[config.mk]
export PLATFORM = sky130hd
export DESIGN_NAME = seg7_vga_renderer
export DESIGN_NICKNAME = d
export VERILOG_FILES = /design/src/rtl/seg7_pkg.sv /design/src/rtl/seg7_cell_hit.sv /design/src/rtl/seg7_vga_renderer.sv
export SDC_FILE = /design/constraint.sdc
export NUM_CORES = 1
export LEC_CHECK = 0
export CORE_UTILIZATION = 35
export CTS_CLUSTER_DIAMETER = 50
export DETAILED_ROUTE_END_ITERATION = 7
export SYNTH_ARGS = -nofsm -noshare
export SYNTH_HDL_FRONTEND = slang
export SYNTH_SLANG_ARGS = --single-unit
[constraint.sdc]
create_clock -name CLK -period 3.32 [get_ports CLK]
set_input_delay 0.664 -clock CLK [delete_from_list [all_inputs] [get_ports CLK]]
set_output_delay 0.664 -clock CLK [all_outputs]
set_load 0.02 [all_outputs]
[src/rtl/seg7_pkg.sv]
`default_nettype none
// +----------------------------------------------------------------------------+
// | seg7_pkg : shared constants for the seven-segment VGA renderer              |
// | Revision : 1.0                                                             |
// +----------------------------------------------------------------------------+
package seg7_pkg;

    localparam int c_seg_a = 0;
    localparam int c_seg_b = 1;
    localparam int c_seg_c = 2;
    localparam int c_seg_d = 3;
    localparam int c_seg_e = 4;
    localparam int c_seg_f = 5;
    localparam int c_seg_g = 6;

    // Entry v holds the lit segments of BCD value v, bit 0 = a ... bit 6 = g
    localparam logic [15:0][6:0] c_seg7_lut = {
        7'h00, 7'h00, 7'h00, 7'h00, 7'h00, 7'h00,
        7'h6F, 7'h7F, 7'h07, 7'h7D, 7'h6D, 7'h66, 7'h4F, 7'h5B, 7'h06, 7'h3F
    };

    function automatic int seg7_pitch(input int digit_w, input int gap);
        return digit_w + gap;
    endfunction

endpackage
`default_nettype wire

[src/rtl/seg7_cell_hit.sv]
`default_nettype none
// +----------------------------------------------------------------------------+
// | seg7_cell_hit : range compare and cell-local coordinates for one digit     |
// | Revision      : 1.0                                                        |
// +----------------------------------------------------------------------------+
module seg7_cell_hit #(
    parameter int X0 = 16,
    parameter int Y0 = 120,
    parameter int W  = 48,
    parameter int H  = 96
) (
    input  logic [9:0] i_x,
    input  logic [8:0] i_y,
    output logic       o_hit,
    output logic [9:0] o_lx,
    output logic [8:0] o_ly
);

    localparam logic [10:0] c_x_lo = 11'(X0);
    localparam logic [10:0] c_x_hi = 11'(X0 + W);
    localparam logic [9:0]  c_y_lo = 10'(Y0);
    localparam logic [9:0]  c_y_hi = 10'(Y0 + H);

    assign o_hit = ({1'b0, i_x} >= c_x_lo) && ({1'b0, i_x} < c_x_hi) &&
                   ({1'b0, i_y} >= c_y_lo) && ({1'b0, i_y} < c_y_hi);
    assign o_lx  = i_x - c_x_lo[9:0];
    assign o_ly  = i_y - c_y_lo[8:0];

endmodule
`default_nettype wire

[src/rtl/seg7_vga_renderer.sv]
`default_nettype none
// +----------------------------------------------------------------------------+
// | seg7_vga_renderer : BCD digits and colon separators drawn on 640x480 VGA   |
// | Option SEG7_SEP_BLINK_EN : separators blink every BLINK_FRAMES frames      |
// | Revision          : 1.0                                                    |
// +----------------------------------------------------------------------------+
module seg7_vga_renderer
    import seg7_pkg::*;
#(
    parameter int                    NUM_DIGITS   = 8,
    parameter int                    ORIGIN_X     = 16,
    parameter int                    ORIGIN_Y     = 120,
    parameter int                    DIGIT_W      = 48,
    parameter int                    DIGIT_H      = 96,
    parameter int                    SEG_T        = 8,
    parameter int                    GAP          = 24,
    parameter logic [NUM_DIGITS-1:0] SEP_MASK     = 8'b0001_0100,
    parameter int                    BLINK_FRAMES = 30
) (
    input  logic                    CLK,
    input  logic                    RST_BTN,
    input  logic                    i_pix_stb,
    input  logic [9:0]              i_x,
    input  logic [8:0]              i_y,
    input  logic                    i_frame_start,
    input  logic [4*NUM_DIGITS-1:0] i_digits,
    output logic                    o_seg_on,
    output logic                    o_sep_on,
    output logic [3:0]              VGA_R,
    output logic [3:0]              VGA_G,
    output logic [3:0]              VGA_B
);

    localparam int c_pitch = seg7_pitch(DIGIT_W, GAP);
    localparam int c_mid   = (DIGIT_H - SEG_T) / 2;
    localparam int c_dot1  = ORIGIN_Y + DIGIT_H / 3;
    localparam int c_dot2  = ORIGIN_Y + (2 * DIGIT_H) / 3;

    localparam logic [9:0] c_lx_t  = 10'(SEG_T);
    localparam logic [9:0] c_lx_r  = 10'(DIGIT_W - SEG_T);
    localparam logic [9:0] c_lx_w  = 10'(DIGIT_W);
    localparam logic [8:0] c_ly_t  = 9'(SEG_T);
    localparam logic [8:0] c_ly_m  = 9'(c_mid);
    localparam logic [8:0] c_ly_mt = 9'(c_mid + SEG_T);
    localparam logic [8:0] c_ly_b  = 9'(DIGIT_H - SEG_T);
    localparam logic [8:0] c_ly_h  = 9'(DIGIT_H);

    logic [4*NUM_DIGITS-1:0] r_snap;
    logic                    r_armed;
    logic                    w_sep_vis;

    logic [NUM_DIGITS-1:0]   w_hit;
    logic [NUM_DIGITS-1:0]   w_sep;
    logic [9:0]              w_cell_lx [NUM_DIGITS];
    logic [8:0]              w_cell_ly [NUM_DIGITS];
    logic [3:0]              w_val;
    logic [9:0]              w_lx;
    logic [8:0]              w_ly;

    logic                    r_s1_hit;
    logic                    r_s1_sep;
    logic [3:0]              r_s1_val;
    logic [9:0]              r_s1_lx;
    logic [8:0]              r_s1_ly;

    logic [6:0]              w_lit;
    logic                    w_seg_on;
    logic                    r_seg_on;
    logic                    r_sep_on;
    logic [3:0]              r_red;

    // r_armed keeps the display dark after reset until a real snapshot lands
    always_ff @(posedge CLK or negedge RST_BTN) begin
        if (!RST_BTN) begin
            r_snap  <= '1;
            r_armed <= 1'b0;
        end else if (i_frame_start) begin
            r_snap  <= i_digits;
            r_armed <= 1'b1;
        end
    end

`ifdef SEG7_SEP_BLINK_EN
    localparam int c_cnt_w = $clog2(BLINK_FRAMES + 1);

    logic [c_cnt_w-1:0] r_frame_cnt;
    logic               r_blink_phase;

    always_ff @(posedge CLK or negedge RST_BTN) begin
        if (!RST_BTN) begin
            r_frame_cnt   <= '0;
            r_blink_phase <= 1'b0;
        end else if (i_frame_start) begin
            if (r_frame_cnt == c_cnt_w'(BLINK_FRAMES - 1)) begin
                r_frame_cnt   <= '0;
                r_blink_phase <= ~r_blink_phase;
            end else begin
                r_frame_cnt   <= r_frame_cnt + 1'b1;
            end
        end
    end

    assign w_sep_vis = r_armed & ~r_blink_phase;
`else
    assign w_sep_vis = r_armed;
`endif

    for (genvar k = 0; k < NUM_DIGITS; k++) begin : g_cell
        seg7_cell_hit #(
            .X0 (ORIGIN_X + k * c_pitch),
            .Y0 (ORIGIN_Y),
            .W  (DIGIT_W),
            .H  (DIGIT_H)
        ) u_cell_hit (
            .i_x   (i_x),
            .i_y   (i_y),
            .o_hit (w_hit[k]),
            .o_lx  (w_cell_lx[k]),
            .o_ly  (w_cell_ly[k])
        );

        if (SEP_MASK[k]) begin : g_sep
            localparam int c_cx = ORIGIN_X + k * c_pitch + DIGIT_W + GAP / 2;
            logic w_dx, w_dy1, w_dy2;
            assign w_dx  = ({1'b0, i_x} >= 11'(c_cx - SEG_T / 2)) && ({1'b0, i_x} < 11'(c_cx + SEG_T / 2));
            assign w_dy1 = ({1'b0, i_y} >= 10'(c_dot1 - SEG_T / 2)) && ({1'b0, i_y} < 10'(c_dot1 + SEG_T / 2));
            assign w_dy2 = ({1'b0, i_y} >= 10'(c_dot2 - SEG_T / 2)) && ({1'b0, i_y} < 10'(c_dot2 + SEG_T / 2));
            assign w_sep[k] = w_dx & (w_dy1 | w_dy2);
        end else begin : g_no_sep
            assign w_sep[k] = 1'b0;
        end
    end

    // Cells never overlap, so at most one hit bit is set and an OR-select suffices
    always_comb begin
        w_val = '0;
        w_lx  = '0;
        w_ly  = '0;
        for (int k = 0; k < NUM_DIGITS; k++) begin
            w_val = w_val | (r_snap[4*k +: 4] & {4{w_hit[k]}});
            w_lx  = w_lx  | (w_cell_lx[k]     & {10{w_hit[k]}});
            w_ly  = w_ly  | (w_cell_ly[k]     & {9{w_hit[k]}});
        end
    end

    always_ff @(posedge CLK or negedge RST_BTN) begin
        if (!RST_BTN) begin
            r_s1_hit <= 1'b0;
            r_s1_sep <= 1'b0;
            r_s1_val <= '0;
            r_s1_lx  <= '0;
            r_s1_ly  <= '0;
        end else if (i_pix_stb) begin
            r_s1_hit <= |w_hit;
            r_s1_sep <= (|w_sep) & w_sep_vis;
            r_s1_val <= w_val;
            r_s1_lx  <= w_lx;
            r_s1_ly  <= w_ly;
        end
    end

    always_comb begin
        w_lit          = '0;
        w_lit[c_seg_a] = (r_s1_lx >= c_lx_t) && (r_s1_lx < c_lx_r) && (r_s1_ly < c_ly_t);
        w_lit[c_seg_g] = (r_s1_lx >= c_lx_t) && (r_s1_lx < c_lx_r) && (r_s1_ly >= c_ly_m) && (r_s1_ly < c_ly_mt);
        w_lit[c_seg_d] = (r_s1_lx >= c_lx_t) && (r_s1_lx < c_lx_r) && (r_s1_ly >= c_ly_b) && (r_s1_ly < c_ly_h);
        w_lit[c_seg_f] = (r_s1_lx < c_lx_t) && (r_s1_ly >= c_ly_t) && (r_s1_ly < c_ly_m);
        w_lit[c_seg_b] = (r_s1_lx >= c_lx_r) && (r_s1_lx < c_lx_w) && (r_s1_ly >= c_ly_t) && (r_s1_ly < c_ly_m);
        w_lit[c_seg_e] = (r_s1_lx < c_lx_t) && (r_s1_ly >= c_ly_mt) && (r_s1_ly < c_ly_b);
        w_lit[c_seg_c] = (r_s1_lx >= c_lx_r) && (r_s1_lx < c_lx_w) && (r_s1_ly >= c_ly_mt) && (r_s1_ly < c_ly_b);
        w_seg_on       = r_s1_hit & (|(w_lit & c_seg7_lut[r_s1_val]));
    end

    always_ff @(posedge CLK or negedge RST_BTN) begin
        if (!RST_BTN) begin
            r_seg_on <= 1'b0;
            r_sep_on <= 1'b0;
            r_red    <= '0;
        end else if (i_pix_stb) begin
            r_seg_on <= w_seg_on;
            r_sep_on <= r_s1_sep;
            r_red    <= {4{w_seg_on | r_s1_sep}};
        end
    end

    assign o_seg_on = r_seg_on;
    assign o_sep_on = r_sep_on;
    assign VGA_R    = r_red;
    assign VGA_G    = 4'h0;
    assign VGA_B    = 4'h0;

endmodule
`default_nettype wire
==> flow_summary_export.csv, run 1 <==
group,metric,value,unit
status,status,"finished clean",
clocking,cts.sinks,56,
floorplanning,placementRows,39,
setup_path,endpoint,"r_s1_lx[5]",
setup_path,crit_start,"i_x[5]",
grt,antenna_found_initial,0,
setup_path,reg2regPathDepth,6,
setup_path,slowest_stage,"clkdlybuf4s50_1",
timing,setup_viol,0,
logic_synthesis,synth-seq-cells,56,
setup_path,cp_cell_sequence,"clkdlybuf4s50_1 > inv_1 > ha_1 > a21bo_2 > a2111o_1 > a211oi_2 > buf_4 > o22ai_1 > o211a_1 > a31oi_1",
logic_synthesis,synth_edf_count,0,
logic_synthesis,yosysWarningCount,0,
grt,gr-usage-all-layers,0.1835,
finish,areaGrowthSynthToFinish,24.72,%
detailed_routing,viasPerCell,5.687,
timing,tightest_slew,1.031,ns
grt,grt_max_degree,47,
place,dp_cells,624,
grt,grt.overflow.total,0,
finish,antennaDiodeCount,0,
detailed_routing,firstDrtPassIters,5,
timing,max_slew_margin,0.3126,
place,place_congestion,0.9166,
floorplanning,die_w,110.1,um
floorplanning,core_area,11420,um2
power,power,1780,uW
clocking,root_buffer,"clkbuf_16",
timing,max_freq,333.6,MHz
floorplanning,initial_core_util,0.3581,
setup_path,endpoint_kind,"flip-flop",
setup_path,crit_fanout,11,
logic_synthesis,synth.avg_cell_area,9.877,um2
flow_run,drv_cap,0,
worst_hold_path,hold_class,"flip-flop to flip-flop",
detailed_routing,finalWirelength,10620,um
clocking,cts_setup_buffers,0,
logic_synthesis,netlist.area_leader.share,0.2056,
place,portBuffers,60,
logic_synthesis,async_flop_share,1.000,
setup_path,cp.arrival,3.22,ns
timing,tns,0,ns
floorplanning,die_h,110.1,um
detailed_routing,vias,3594,
clocking,hold_buffers,0,
timing,rsz0062_at_grt,"no",
clocking,tritoncts,"built",
setup_path,required,3.54,ns
power,power_leakage,0.002027,uW
finish,fillers,1146,
finish,drive_gt1_frac,0.2638,
logic_synthesis,syn-instance-count,414,
logic_synthesis,synth_cell_types,77,
detailed_routing,postRouteAntennaNets,0,
clocking,cts_buffers,5,
finish,layout.nets,569,
power,ir_worst_vdd,0.0002539,V
detailed_routing,initialDrtViolationCount,350,
floorplanning,die_area,12120,um2
timing,final_hold_viol_count,0,
clocking,clk_transition_reported_paths,0.08,ns
setup_path,startpoint_type,"primary input",
timing,finalCritPeriodShare,0.9028,
grt,grt_first_pass_wirelength,17030,um
setup_path,r2r-end,"VGA_R[0]",
detailed_routing,wl_per_cell,16.80,um
floorplanning,io_pins,69,
timing,period_needed,2.997,ns
logic_synthesis,ys.flop_type,"dfstp_2",
place,dp_hpwl,8159,um
logic_synthesis,synthesis.area,4089,um2
power,powerDensity,349.1,nW/um2
detailed_routing,drc,0,
finish,fin_cells,632,
grt,grt_pass1_vias,3485,
clocking,htreeDepth,2,
logic_synthesis,synth_area_leaders,"dfstp_2 21%, dfrtp_1 15%, mux2_2 9.4%, ha_1 8.0%, nand2_1 3.0%",
setup_path,reg2reg_from,"r_s1_ly[6]",
logic_synthesis,synth-seq-area-share,0.3525,
setup_path,max_stage_delay,0.62,ns
clocking,insertion_delay,0.30,ns
timing,holdWs,0.4795,ns
logic_synthesis,synth_top_area_cell,"dfstp_2",
timing,skew,0.009506,ns
clocking,postCtsResizedCells,0,
setup_path,worst-r2r-setup-slack,1.27,ns
timing,slew_violations,0,
clocking,cts_buffer_depth,2,
setup_path,critPathKind,"primary input to flip-flop",
[cells in the final DEF (no fill, tap or decap), types with 6 or more instances in the layout]
cell type        synthesis  layout
dfrtp_1                 24      24
a21oi_1                  9       9
dfstp_2                 32      32
ha_1                    26      26
nor4_1                   6       6
o21ai_0                 15      15
a31oi_1                  9       9
inv_1                   15      15
a22oi_1                  7       7
nand2_1                 33      33
conb_1                   1       8
buf_4                   12      37
mux2_2                  34      34
a221oi_1                 7       7
a222oi_1                 6       6
nor2_1                  25      25
xnor2_1                  8       8
clkdlybuf4s50_1          0      59
[cells by family after synthesis]
kind of cell,after synthesis,share of synthesized area
flops,56,0.3525
compound gates,117,0.2267
xor+xnor,9,0.01928
fa+ha+maj,26,0.07956
other cells,1,0.0009171
buf+inv,55,0.07160
mux,38,0.1034
simple gates,112,0.1460
[registers in the layout, indices dropped and copies added (netlist names), 4 cells and up]
| register | cells |
|---|---|
| r_s1_val | 4 |
| r_s1_ly | 7 |
| r_snap | 32 |
| r_s1_lx | 7 |
[final cells by class]
type / count / area, um2 / area share
repair buffers: 97 / 873.3 / 0.1712
clock inverters: 2 / 18.77 / 0.003680
inverters: 18 / 67.56 / 0.01325
flip-flops and latches: 56 / 1441 / 0.2826
clock buffers: 6 / 138.9 / 0.02723
well taps: 143 / 178.9 / 0.03508
multi-input cells: 310 / 2381 / 0.4669
[synthesized netlist by cell type (6+ instances only)]
master	count
buf_2	6
mux2_2	34
inv_1	15
a21oi_1	9
nor4_1	6
clkbuf_1	15
a222oi_1	6
ha_1	26
dfrtp_1	24
a221oi_1	7
a31oi_1	9
nor2_1	25
o21ai_0	15
buf_4	12
nand2_1	33
xnor2_1	8
a22oi_1	7
dfstp_2	32
[where the power goes]
group / internal [uW] / switching [uW]
clock network: 306 / 255
logic: 204 / 201
registers: 770 / 43.9
[routing by layer]
layer	up-vias	track usage	wire [um]
li1	1692	-	-
met1	1737	0.2411	4758
met2	141	0.3063	5069
met3	24	0.02528	544
met4	0	0.06762	246
met5	-	0	0
[stage by stage]
step                      worst slack [ns]    util  instance area (um2)
after detailed placement           0.03911  0.4328                 4942
final                               0.3228  0.4466                 5100
after global placement             0.08101  0.4328                 4942
after global routing                0.1473  0.4466                 5100
after CTS                           0.3406  0.4466                 5100
after floorplan                     0.5133       -                 4115
[worst max-delay path: cells and delay by family]
kind	cells	cell delay (ns)
compound gates	6	1.38
fa+ha+maj	1	0.20
buf+inv	3	0.99
[how the worst min path moves through the flow]
stage                 start       end  depth (start not counted)
finish              r_armed   r_armed                          1
global route        r_armed   r_armed                          1
CTS                 r_armed   r_armed                          1
detailed placement  r_armed   r_armed                          1
global placement    r_armed   r_armed                          1
floorplan           RST_BTN  VGA_R[0]                          0
No activity file was read; power rests on OpenSTA's default activity.
==> inputs of run 2 (changes only) <==
- GPL_ROUTABILITY_DRIVEN: unset -> 0
==> flow_summary_export.csv, run 2 (same netlist as run 1, synthesis figures left out) <==
group,metric,value,unit
status,status,"finished clean",
flow_run,drv_cap,0,
power,p_comb_frac,0.231,
finish,layout.nets,570,
clocking,hold_buffers,0,
finish,stdcell_area,5101,um2
power,powerDensity,345.5,nW/um2
setup_path,endpoint,"r_s1_lx[7]",
floorplanning,die_w,110.1,um
timing,finalCritPeriodShare,0.8984,
floorplanning,placementRows,39,
clocking,insertion_delay,0.29,ns
timing,max_freq,335.3,MHz
timing,rsz0062_at_grt,"no",
finish,largest-register,"r_snap",
setup_path,crit_start,"i_y[4]",
power,swShare,0.2837,
clocking,tritoncts,"built",
grt,grt_use_met3,0.02998,
clocking,cts_buffers,5,
floorplanning,die_area,12120,um2
place,dpl_worst_slack,0.1066,ns
setup_path,worst-r2r-setup-slack,1.26,ns
timing,max_slew_margin,0.5037,
timing,setup_ws,0.3373,ns
setup_path,endpoint_kind,"flip-flop",
timing,slew_violations,0,
power,clkPwrFrac,0.307,
setup_path,reg2reg_from,"r_s1_ly[8]",
floorplanning,io_pins,69,
finish,final_common_cell,"clkdlybuf4s50_1",
timing,tightest_slew,0.7444,ns
clocking,root_buffer,"clkbuf_16",
setup_path,critPathKind,"primary input to flip-flop",
detailed_routing,finalWirelength,10520,um
setup_path,required,3.49,ns
timing,tns,0,ns
clocking,cts_setup_buffers,0,
clocking,cts.sinks,56,
finish,layout_common_cells,"59 x clkdlybuf4s50_1, 38 x buf_4, 34 x mux2_2",
setup_path,r2r-end,"o_seg_on",
detailed_routing,vias,3611,
grt,grt_use_met2,0.3179,
power,power.net_switching,500.0,uW
finish,fillers,1090,
finish,drive_gt1_frac,0.2653,
finish,largest_reg_flops,32,
place,portBuffers,60,
timing,final_hold_viol_count,0,
detailed_routing,wl_per_cell,16.62,um
setup_path,cp.arrival,3.16,ns
grt,grt_pass1_vias,3516,
grt,grt.overflow.total,0,
finish,antennaDiodeCount,0,
detailed_routing,viasPerCell,5.705,
setup_path,startpoint_type,"primary input",
place,post_dp_cell_area,4950,um2
timing,period_needed,2.983,ns
worst_hold_path,hold_class,"primary input to async pin",
timing,setup_viol,0,
power,power_frac_seq,0.462,
floorplanning,die_h,110.1,um
clocking,htreeDepth,2,
floorplanning,core_area,11420,um2
power,ir_worst_vdd,0.0002734,V
grt,gr-usage-all-layers,0.1838,
detailed_routing,firstDrtPassIters,5,
clocking,postCtsResizedCells,0,
grt,grt_first_pass_wirelength,17310,um
detailed_routing,postRouteAntennaNets,0,
finish,areaGrowthSynthToFinish,24.76,%
setup_path,reg2regPathDepth,6,
power,power_leakage,0.002032,uW
finish,reg.largest.list,"r_snap x32, r_s1_lx x7, r_s1_ly x7",
floorplanning,initial_core_util,0.3581,
clocking,clk_transition_reported_paths,0.07,ns
power,p_int,1263,uW
grt,antenna_found_initial,0,
grt,top_usage_layer,"met2",
detailed_routing,initialDrtViolationCount,304,
clocking,cts_buffer_depth,2,
timing,skew,0.005700,ns
grt,grt_max_degree,34,
detailed_routing,drc,0,
place,dp_hpwl,8195,um
setup_path,crit_fanout,11,
grt,met1_usage,0.2396,
-- run 2: changes by cell type in the layout (fill, tap and decap cells not counted) --
cell and delta:
clkbuf_8 -1, clkinv_4 +1, inv_4 +1, buf_4 +1, clkinvlp_4 -1
-- run 2: worst min path at each step --
stage / from / end / slack [ns] / depth (start not counted)
3_3_place_gp: r_armed / r_armed / 0.46 / 1
5_1_grt: RST_BTN / r_s1_val[2] / 0.49 / 1
2_1_floorplan: RST_BTN / VGA_R[0] / 0.37 / 0
6_report: RST_BTN / r_s1_val[0] / 0.44 / 1
4_1_cts: RST_BTN / r_s1_val[2] / 0.47 / 1
3_5_place_dp: r_armed / r_armed / 0.47 / 1
-- run 2: routing by layer --
layer	up-vias	routed length [um]
met5	-	0
met4	0	134
met3	12	597
met2	125	5251
met1	1775	4535
li1	1699	-
-- run 2: power groups by stage --
stage	Combinational (uW)	Clock [uW]	Sequential, uW
after floorplan	252	0	808
after detailed placement	407	0	827
after global routing	446	585	824
final	407	541	814
after CTS	408	560	815
after global placement	401	0	824
-- run 2: layout make-up --
class                   count  area (um2)  area share
multi-input cells         310        2381      0.4668
clock buffers               5       125.1     0.02453
flip-flops and latches     56        1441      0.2826
well taps                 143       178.9     0.03507
repair buffers             98       880.8      0.1727
inverters                  18       67.56     0.01325
clock inverters             3       26.28    0.005151
-- run 2: critical path, stage by stage --
cell and delay, ns:
clkdlybuf4s50_1 0.49, ha_1 0.30, o21ai_1 0.17, a32oi_1 0.48, a211oi_2 0.11, buf_4 0.20, a221oi_1 0.32, a31oi_1 0.07
o32a_1 0.34
-- run 2: through the flow --
step / utilization / std cells / hold slack (ns) / power [uW]
global route: 0.4467 / 633 / 0.4880 / 1855
floorplan: - / 421 / 0.3684 / 1060
finish: 0.4467 / 633 / 0.4360 / 1763
detailed placement: 0.4335 / 625 / 0.4680 / 1234
CTS: 0.4467 / 633 / 0.4708 / 1783
global placement: 0.4335 / 625 / 0.4632 / 1226
